`config.mk`:
```
export PLATFORM = sky130hd
export DESIGN_NAME = lcd_hd44780_ctrl
export DESIGN_NICKNAME = d
export VERILOG_FILES = /design/src/rtl/lcd_pkg.sv /design/src/rtl/lcd_hd44780_ctrl.sv
export SDC_FILE = /design/constraint.sdc
export NUM_CORES = 1
export LEC_CHECK = 0
export BUFFER_PORTS_ARGS = -buffer_cell sky130_fd_sc_hd__buf_2
export CELL_PAD_IN_SITES_DETAIL_PLACEMENT = 0
export CELL_PAD_IN_SITES_GLOBAL_PLACEMENT = 2
export CORE_ASPECT_RATIO = 0.8
export CORE_MARGIN = 4
export CORE_UTILIZATION = 39
export DETAILED_ROUTE_END_ITERATION = 8
export GPL_ROUTABILITY_DRIVEN = 0
export PLACE_DENSITY_LB_ADDON = 0.1
export SLEW_MARGIN = 30
export SYNTH_ARGS = -nofsm -noshare
export SYNTH_HDL_FRONTEND = slang
export SYNTH_SLANG_ARGS = --single-unit
```
`constraint.sdc`:
```
create_clock -name clk -period 6.2 [get_ports clk]
set_input_delay 0.62 -clock clk [delete_from_list [all_inputs] [get_ports clk]]
set_output_delay 0.62 -clock clk [all_outputs]
set_load 0.05 [all_outputs]
```
`src/rtl/lcd_pkg.sv`:
```
// Shared types and constants for the HD44780 write-only LCD controller:
// FSM state encoding, command bytes and the power-up init ROM.
package lcd_pkg;

    typedef enum logic [2:0] {
        PWR   = 3'd0,
        IDLE  = 3'd1,
        SETUP = 3'd2,
        PULSE = 3'd3,
        HOLD  = 3'd4,
        WAIT  = 3'd5
    } lcd_state_e;

    localparam logic [7:0] LCD_FUNC_8B2L = 8'h38;
    localparam logic [7:0] LCD_DISP_ON   = 8'h0C;
    localparam logic [7:0] LCD_CLEAR     = 8'h01;
    localparam logic [7:0] LCD_ENTRY_INC = 8'h06;

    localparam int         INIT_LEN  = 6;
    localparam logic [2:0] INIT_LAST = 3'(INIT_LEN - 1);

    // Entry 0 is written first.
    localparam logic [INIT_LEN-1:0][7:0] INIT_ROM = {
        LCD_ENTRY_INC, LCD_CLEAR, LCD_DISP_ON,
        LCD_FUNC_8B2L, LCD_FUNC_8B2L, LCD_FUNC_8B2L
    };

    // Clear (0x01) and return-home (0x02/0x03) need the long execution wait.
    function automatic logic is_long_cmd(input logic rs, input logic [7:0] data);
        return !rs && (data[7:1] == 7'b000_0000 || data[7:1] == 7'b000_0001);
    endfunction

endpackage

```
`src/rtl/lcd_hd44780_ctrl.sv`:
```
// HD44780 character-LCD write controller: power-up init, then (rs,data) writes
// over valid/ready with E-pulse setup/width/hold and execution-wait timing.
module lcd_hd44780_ctrl
    import lcd_pkg::*;
#(
    parameter int unsigned T_PWRUP = 405000,
    parameter int unsigned T_SETUP = 2,
    parameter int unsigned T_EN    = 13,
    parameter int unsigned T_HOLD  = 2,
    parameter int unsigned T_EXEC  = 1100,
    parameter int unsigned T_LONG  = 44500,
    parameter int unsigned CNT_W   = 20
) (
    input  logic       clk,
    input  logic       rst_n,
    input  logic       req_valid,
    output logic       req_ready,
    input  logic       req_rs,
    input  logic [7:0] req_data,
    output logic       init_done,
    output logic       busy,
    output logic [7:0] lcd_data,
    output logic       lcd_rs,
    output logic       lcd_rw,
    output logic       lcd_en,
    output logic       lcd_on
);

    localparam logic [CNT_W-1:0] LD_PWRUP = CNT_W'(T_PWRUP - 1);
    localparam logic [CNT_W-1:0] LD_SETUP = CNT_W'(T_SETUP - 1);
    localparam logic [CNT_W-1:0] LD_EN    = CNT_W'(T_EN - 1);
    localparam logic [CNT_W-1:0] LD_HOLD  = CNT_W'(T_HOLD - 1);
    localparam logic [CNT_W-1:0] LD_EXEC  = CNT_W'(T_EXEC - 1);
    localparam logic [CNT_W-1:0] LD_LONG  = CNT_W'(T_LONG - 1);

    lcd_state_e       state_q, state_d;
    logic [CNT_W-1:0] cnt_q, cnt_d;
    logic [2:0]       idx_q, idx_d;
    logic             done_q, done_d;
    logic [7:0]       data_q, data_d;
    logic             rs_q, rs_d;
    logic             en_q, en_d;
    logic             on_q, on_d;

    logic             cnt_zero;
    logic [2:0]       idx_next;

    assign cnt_zero = (cnt_q == '0);
    assign idx_next = idx_q + 3'd1;

    always_comb begin
        state_d = state_q;
        cnt_d   = cnt_zero ? cnt_q : cnt_q - 1'b1;
        idx_d   = idx_q;
        done_d  = done_q;
        data_d  = data_q;
        rs_d    = rs_q;
        on_d    = 1'b1;

        case (state_q)
            // The first cycle out of reset (lcd_on still low) arms the power-up wait.
            PWR: begin
                if (!on_q) begin
                    cnt_d = LD_PWRUP;
                end else if (cnt_zero) begin
                    state_d = SETUP;
                    cnt_d   = LD_SETUP;
                    idx_d   = 3'd0;
                    data_d  = INIT_ROM[0];
                    rs_d    = 1'b0;
                end
            end
            IDLE: begin
                if (req_valid && done_q) begin
                    state_d = SETUP;
                    cnt_d   = LD_SETUP;
                    data_d  = req_data;
                    rs_d    = req_rs;
                end
            end
            SETUP: begin
                if (cnt_zero) begin
                    state_d = PULSE;
                    cnt_d   = LD_EN;
                end
            end
            PULSE: begin
                if (cnt_zero) begin
                    state_d = HOLD;
                    cnt_d   = LD_HOLD;
                end
            end
            HOLD: begin
                if (cnt_zero) begin
                    state_d = WAIT;
                    cnt_d   = is_long_cmd(rs_q, data_q) ? LD_LONG : LD_EXEC;
                end
            end
            WAIT: begin
                if (cnt_zero) begin
                    if (done_q) begin
                        state_d = IDLE;
                    end else if (idx_q == INIT_LAST) begin
                        state_d = IDLE;
                        done_d  = 1'b1;
                    end else begin
                        state_d = SETUP;
                        cnt_d   = LD_SETUP;
                        idx_d   = idx_next;
                        data_d  = INIT_ROM[idx_next];
                        rs_d    = 1'b0;
                    end
                end
            end
            default: begin
                state_d = PWR;
                cnt_d   = '0;
            end
        endcase

        en_d = (state_d == PULSE);
    end

    always_ff @(posedge clk or negedge rst_n) begin
        if (!rst_n) begin
            state_q <= PWR;
            cnt_q   <= '0;
            idx_q   <= 3'd0;
            done_q  <= 1'b0;
            data_q  <= 8'h00;
            rs_q    <= 1'b0;
            en_q    <= 1'b0;
            on_q    <= 1'b0;
        end else begin
            state_q <= state_d;
            cnt_q   <= cnt_d;
            idx_q   <= idx_d;
            done_q  <= done_d;
            data_q  <= data_d;
            rs_q    <= rs_d;
            en_q    <= en_d;
            on_q    <= on_d;
        end
    end

    assign req_ready = (state_q == IDLE) && done_q;
    assign busy      = (state_q != IDLE);
    assign init_done = done_q;
    assign lcd_data  = data_q;
    assign lcd_rs    = rs_q;
    assign lcd_rw    = 1'b0;
    assign lcd_en    = en_q;
    assign lcd_on    = on_q;

endmodule

```
==> impl_metrics.env, run 1 <==
export IMPL_antenna_left=0
export IMPL_number_of_clock_sinks=38
export IMPL_p_comb_share_pct=2.8
export IMPL_post_synth_edffs=0
export IMPL_unrepaired_setup_endpoints_after_global_routing="no"
export IMPL_startpoint_type="register"
export IMPL_fin_crit_sh_pct=45.7
export IMPL_ys_dominant_reg_cell="dfrtp_1"
export IMPL_synth_cell_area_mm2=0.00240
export IMPL_insertedDiodeCount=0
export IMPL_grt_overflow_total=0
export IMPL_via_count_of_the_first_global_routing_pass=1962
export IMPL_routed_wl_um=6140
export IMPL_path_type_of_the_worst_setup_path="register to register"
export IMPL_seq_power_share_pct=51.4
export IMPL_worst_skew_pair_late_latency_ps=300
export IMPL_layout_nets=310
export IMPL_power_leakage_uw=0.00117
export IMPL_place_detailed_hpwl_um=4530
export IMPL_postSynth_asyncResetShare_pct=100
export IMPL_post_route_min_period_ps=2830
export IMPL_core_area_mm2=0.00594
export IMPL_ir_worst_vdd_mv=0.109
export IMPL_power_switching_fraction_pct=21.2
export IMPL_number_of_core_rows=25
export IMPL_die_x_um=95.7
export IMPL_crit_arrival_ps=3020
export IMPL_die_h_um=78.2
export IMPL_cts_hold_buf=0
export IMPL_cellInternalPower_uw=381
export IMPL_detail_route_wl_per_cell_um=16.5
export IMPL_cap_violations=0
export IMPL_hold_path_class="primary input to asynchronous set/reset pin"
export IMPL_timing_setup_tns_ps=0
export IMPL_postCtsSetupBuffers=0
export IMPL_ys_warn_count=0
export IMPL_finalMaxSlewViolations=0
export IMPL_reg2reg_setup_slack_ps=3370
export IMPL_die_area_mm2=0.00749
export IMPL_synth_cell_types=56
export IMPL_hold_viol=0
export IMPL_ioPinCount=27
export IMPL_cts_made_buffers=5
export IMPL_r2r_cells=11
export IMPL_worst_endpoint_required_ps=6390
export IMPL_achievable_frequency_mhz=353
export IMPL_port_buffers=25
export IMPL_vias_per_cell=5.32
export IMPL_vias=1979
export IMPL_area_growth_syn_to_layout_pct=12.4
export IMPL_slew_at_the_pin_closest_to_its_max_slew_limit_ps=728
export IMPL_maximum_buffer_depth_of_the_clock_tree=2
export IMPL_syn_num_nets=288
export IMPL_cts_resized=0
export IMPL_cts_root_buf="clkbuf_8"
export IMPL_htree_num_levels=2
export IMPL_endpoint_class_of_the_critical_path="register"
export IMPL_pwr_share_clk_pct=45.8
export IMPL_status="finished clean"
export IMPL_timing_rr_start="cnt_q[0]"
export IMPL_global_route_wire_length_before_repair_um=10400
export IMPL_switchingPower_uw=102
export IMPL_power_density_mw_per_mm2=179
export IMPL_synth_cells=269
export IMPL_initial_standard_cell_utilization_of_the_core_pct=40.4
export IMPL_post_route_cells_drive_above_1_share_pct=17.5
export IMPL_postSynthRegisterBits=38
export IMPL_worst_slew_margin_rel_pct=51.4
export IMPL_crit_fanout=8
export IMPL_grt_antenna_before_repair=0
export IMPL_synth_avg_cell_area_um2=8.93
export IMPL_timing_clock_skew_ps=5.13
export IMPL_regToRegEndpoint="cnt_q[0]"
export IMPL_synth_yosys_seq_area_share_pct=39.6
export IMPL_route_detailed_drc=0
export IMPL_power_total_uw=483
export IMPL_dr_first_iter_drc_count=168
export IMPL_grt_use_total_pct=18.1
export IMPL_cts_tree="done"
export IMPL_clk_pin_slew_ps=80
export IMPL_setup_viol_count_final=0
export IMPL_grt_max_degree=39
export IMPL_detailed_routing_iteration_count_for_the_pre_antenna_repair_pass=4
## critical path, stage by stage (launching register included)
cell and delay [ps]:
dfrtp_1 430, inv_1 160, ha_1 170, nor4b_2 370, and2_1 230, and3_2 290
inv_1 190, ha_1 340, a21oi_1 60, a21oi_1 160, o22ai_1 80, a31o_2 240
## registers in the layout, summed over array words and instances, names as in the netlist
| register | cells |
|---|---|
| cnt_q | 20 |
| idx_q | 3 |
| lcd_en | 1 |
| lcd_rs | 1 |
| state_q | 3 |
| lcd_data | 8 |
| init_done | 1 |
| lcd_on | 1 |
## cells in the mapped netlist (all sizes together), types with 2 or more instances
master,count,area (µm²)
nand2b,4,25.0
clkbuf,8,30.0
conb,2,7.51
nor2,26,97.6
or3,5,37.5
o211ai,3,22.5
nor3,7,45.0
a21boi,4,30.0
or2,2,12.5
and3,4,26.3
o31ai,3,22.5
nand3,6,42.5
xnor2,9,78.8
and2,2,12.5
nand4,3,25.0
o41ai,2,17.5
o22ai,2,12.5
mux2i,10,100
ha,7,87.6
a21oi,23,126
xor2,4,35.0
a211oi,2,15.0
nor4,6,52.6
inv,18,67.6
nor3b,2,20.0
mux2,3,41.3
dfrtp,38,951
nor2b,2,12.5
o21ai,21,105
a31oi,5,31.3
nand2,21,78.8
buf,2,12.5
## layout make-up
class | count | area, µm²
fill | 641 | 3240
multi-input combinational | 203 | 1340
sequential | 38 | 951
timing repair buffer | 25 | 128
tap | 81 | 101
clock buffer | 6 | 82.6
inverter | 18 | 67.6
clock inverter | 1 | 30.0
## worst max-delay path by stage
stage / start / endpoint / slack [ps] / cells after the start
after floorplan: cnt_q[0] / cnt_q[0] / 3620 / 12
after global placement: cnt_q[0] / cnt_q[0] / 3420 / 11
after detailed placement: cnt_q[0] / cnt_q[0] / 3390 / 11
after CTS: cnt_q[0] / cnt_q[0] / 3380 / 11
after global routing: cnt_q[0] / cnt_q[0] / 3110 / 11
final: cnt_q[0] / cnt_q[0] / 3370 / 11
## cell families (layout without fill, tap and decap cells)
family	count (synthesis)	count (layout)	synth area share [%]
buf+inv	28	50	4.58
other cells	2	2	0.313
xor+xnor	13	13	4.74
compound gates	72	72	18.5
flops	38	38	39.6
simple gates	96	96	22.7
mux	13	13	5.89
fa+ha+maj	7	7	3.65
## layer usage
| layer | up-vias | part of all wire [%] | track usage [%] |
|---|---|---|---|
| li1 | 987 | - | - |
| met2 | 39 | 39 | 24.1 |
| met4 | 0 | 1.2 | 5.11 |
| met5 | - | 0 | 0 |
| met1 | 945 | 55 | 29.2 |
| met3 | 8 | 4.8 | 3.26 |
## stage by stage
| step | area (µm²) | std cells | hold WS, ps | util [%] | worst slack, ps |
|---|---|---|---|---|---|
| 2_1_floorplan | 2400 | 269 | 324 | - | 3620 |
| 3_3_place_gp | 2590 | 365 | 498 | 43.5 | 3420 |
| 3_5_place_dp | 2590 | 365 | 505 | 43.5 | 3390 |
| 4_1_cts | 2700 | 372 | 464 | 45.4 | 3380 |
| 5_1_grt | 2700 | 372 | 327 | 45.5 | 3110 |
| 6_report | 2700 | 372 | 286 | 45.5 | 3370 |
## cell usage in the layout (no fill, tap or decap), types with 2 or more instances in the layout
cell | netlist | final
or3_1 | 3 | 3
and3_1 | 3 | 3
nor3_2 | 2 | 2
or2_2 | 2 | 2
o21ai_0 | 21 | 21
xor2_1 | 4 | 4
o22ai_1 | 2 | 2
nor3_1 | 5 | 5
dfrtp_1 | 38 | 38
nor2b_1 | 2 | 2
a21boi_0 | 4 | 4
o31ai_1 | 3 | 3
xnor2_1 | 9 | 9
nand3_1 | 5 | 5
o211ai_1 | 3 | 3
mux2_4 | 2 | 2
a31oi_1 | 5 | 5
a21oi_1 | 22 | 22
buf_2 | 1 | 24
nand2_1 | 21 | 21
o41ai_1 | 2 | 2
ha_1 | 7 | 7
nand4_1 | 2 | 2
conb_1 | 2 | 2
nor4_1 | 5 | 5
inv_1 | 18 | 18
nor2_1 | 26 | 26
and2_1 | 2 | 2
mux2i_1 | 10 | 10
clkbuf_8 | 0 | 6
a211oi_1 | 2 | 2
nand2b_1 | 4 | 4
## power by group through the flow
stage	combinational (µW)	clock, µW	sequential [µW]
after global routing	15.6	237	249
after floorplan	3.85	0	255
after detailed placement	13.9	0	253
after CTS	13.9	226	248
final	13.5	221	248
after global placement	13.8	0	253
No activity file was read; power rests on OpenSTA's default activity.
==> inputs of run 2 (changes only) <==
Settings changed: CORE_UTILIZATION 39 to 36.
Clock period 6.2 ns to 2.8 ns, I/O delays scaled along.
==> impl_metrics.env, run 2 (synthesis results as in run 1) <==
export IMPL_power_density_mw_per_mm2=379
export IMPL_clk_pin_slew_ps=80
export IMPL_route_detailed_drc=0
export IMPL_die_x_um=99.3
export IMPL_hold_path_class="primary input to register"
export IMPL_layout_commonest_cell="dfrtp_1"
export IMPL_vias=2077
export IMPL_regToRegEndpoint="cnt_q[0]"
export IMPL_area_growth_syn_to_layout_pct=17.4
export IMPL_slew_at_the_pin_closest_to_its_max_slew_limit_ps=625
export IMPL_cts_made_buffers=5
export IMPL_detailed_routing_iteration_count_for_the_pre_antenna_repair_pass=4
export IMPL_power_leakage_uw=0.00124
export IMPL_crit_fanout=7
export IMPL_worst_slew_margin_rel_pct=58.4
export IMPL_post_route_cells_drive_above_1_share_pct=21.3
export IMPL_unrepaired_setup_endpoints_after_global_routing="no"
export IMPL_power_total_uw=1070
export IMPL_reg2reg_setup_slack_ps=270
export IMPL_postLayoutSetupSlackWorst_ps=270
export IMPL_path_type_of_the_worst_setup_path="register to register"
export IMPL_cts_tree="done"
export IMPL_core_area_mm2=0.00644
export IMPL_utilization_pct=43.8
export IMPL_r2r_cells=11
export IMPL_insertedDiodeCount=0
export IMPL_fin_crit_sh_pct=90.3
export IMPL_pre_cts_slack_ps=199
export IMPL_timing_setup_tns_ps=0
export IMPL_registers_top_by_ff_count="cnt_q"
export IMPL_grt_use_total_pct=17.4
export IMPL_htree_num_levels=2
export IMPL_layout_nets=324
export IMPL_worst_skew_pair_late_latency_ps=290
export IMPL_die_h_um=81.1
export IMPL_routed_wl_um=6430
export IMPL_detail_route_wl_per_cell_um=16.5
export IMPL_ir_worst_vdd_mv=0.178
export IMPL_status="finished clean"
export IMPL_startpoint_type="register"
export IMPL_number_of_clock_sinks=38
export IMPL_ioPinCount=27
export IMPL_min_delay_start="req_data[7]"
export IMPL_die_area_mm2=0.00805
export IMPL_place_detailed_hpwl_um=4740
export IMPL_vias_per_cell=5.34
export IMPL_dr_first_iter_drc_count=135
export IMPL_setup_viol_count_final=0
export IMPL_crit_arrival_ps=2710
export IMPL_antenna_left=0
export IMPL_maximum_buffer_depth_of_the_clock_tree=2
export IMPL_grt_antenna_before_repair=0
export IMPL_achievable_frequency_mhz=395
export IMPL_number_of_core_rows=26
export IMPL_finalMaxSlewViolations=0
export IMPL_port_buffers=25
export IMPL_via_count_of_the_first_global_routing_pass=2039
export IMPL_endpoint_class_of_the_critical_path="register"
export IMPL_hold_path_endpoint="lcd_data[7]"
export IMPL_fillerInstances=645
export IMPL_hold_viol=0
export IMPL_worst_setup_startpoint="cnt_q[0]"
export IMPL_largest_register_ff_count=20
export IMPL_post_route_min_period_ps=2530
export IMPL_min_path_cells=3
export IMPL_grt_overflow_total=0
export IMPL_grt_max_degree=39
export IMPL_global_route_wire_length_before_repair_um=10900
export IMPL_worst_endpoint_required_ps=2980
export IMPL_timing_clock_skew_ps=11.4
export IMPL_cts_root_buf="clkbuf_8"
export IMPL_layout_common_cells="dfrtp_1 (38), nor2_1 (26), buf_2 (24)"
export IMPL_timing_rr_start="cnt_q[0]"
export IMPL_initial_standard_cell_utilization_of_the_core_pct=37.3
export IMPL_cap_violations=0
## run 2: changes by cell type in the layout (fill, tap and decap cells not counted)
cell / previous run / this run
clkinvlp_4: 0 / 1
and3_2: 1 / 0
and3_4: 0 / 1
inv_1: 18 / 17
buf_4: 1 / 14
dlygate4sd3_1: 0 / 1
## run 2: timing repair
action	CTS	global route
hold buffers	0	1
hold endpoints to repair	0	31
setup buffers	0	3
endpoints found under the setup margin	0	1
resized for setup	0	2
## run 2: stage by stage
| stage | hold slack [ps] | cells | instance area, µm² |
|---|---|---|---|
| finish | 226 | 389 | 2820 |
| global placement | 462 | 378 | 2670 |
| detailed placement | 469 | 378 | 2670 |
| floorplan | -15.6 | 269 | 2400 |
| CTS | 155 | 385 | 2780 |
| global route | 229 | 389 | 2820 |
## run 2: area by class of cell
| cell class | count | area [µm²] | share of cell area [%] |
|---|---|---|---|
| clock inverters | 1 | 30.0 | 1.06 |
| flip-flops and latches | 38 | 951 | 33.7 |
| clock buffers | 6 | 82.6 | 2.93 |
| inverters | 18 | 71.3 | 2.53 |
| repair buffers | 39 | 235 | 8.34 |
| multi-input cells | 203 | 1350 | 47.7 |
| well taps | 84 | 105 | 3.73 |
## run 2: how the worst max path moves through the flow
stage | endpoint | slack (ps)
floorplan | cnt_q[0] | 220
global placement | cnt_q[0] | 270
detailed placement | cnt_q[0] | 200
CTS | cnt_q[0] | 190
global route | cnt_q[0] | 60
finish | cnt_q[0] | 270
## run 2: power breakdown
group	total, µW	leakage (µW)	internal, µW	switching (µW)
registers	550	0.000480	549	1.19
clock network	489	0.0000573	285	203
logic	31.0	0.000702	9.75	21.3
## run 2: critical path: stages (launching register included)
cell and delay [ps]:
dfrtp_1 430, inv_1 160, ha_1 170, nor4b_2 210, and2_1 210, and3_4 260, clkinvlp_4 140, ha_1 310
a21oi_1 60, a21oi_1 160, o22ai_1 80, a31o_2 240
## run 2: metal layers
layer	up-vias	global-route usage (%)	wire length (µm)
met5	-	0	0
met4	0	3.68	35
met3	2	3.18	342
met2	47	24.5	2570
met1	1005	27.4	3480
li1	1023	-	-
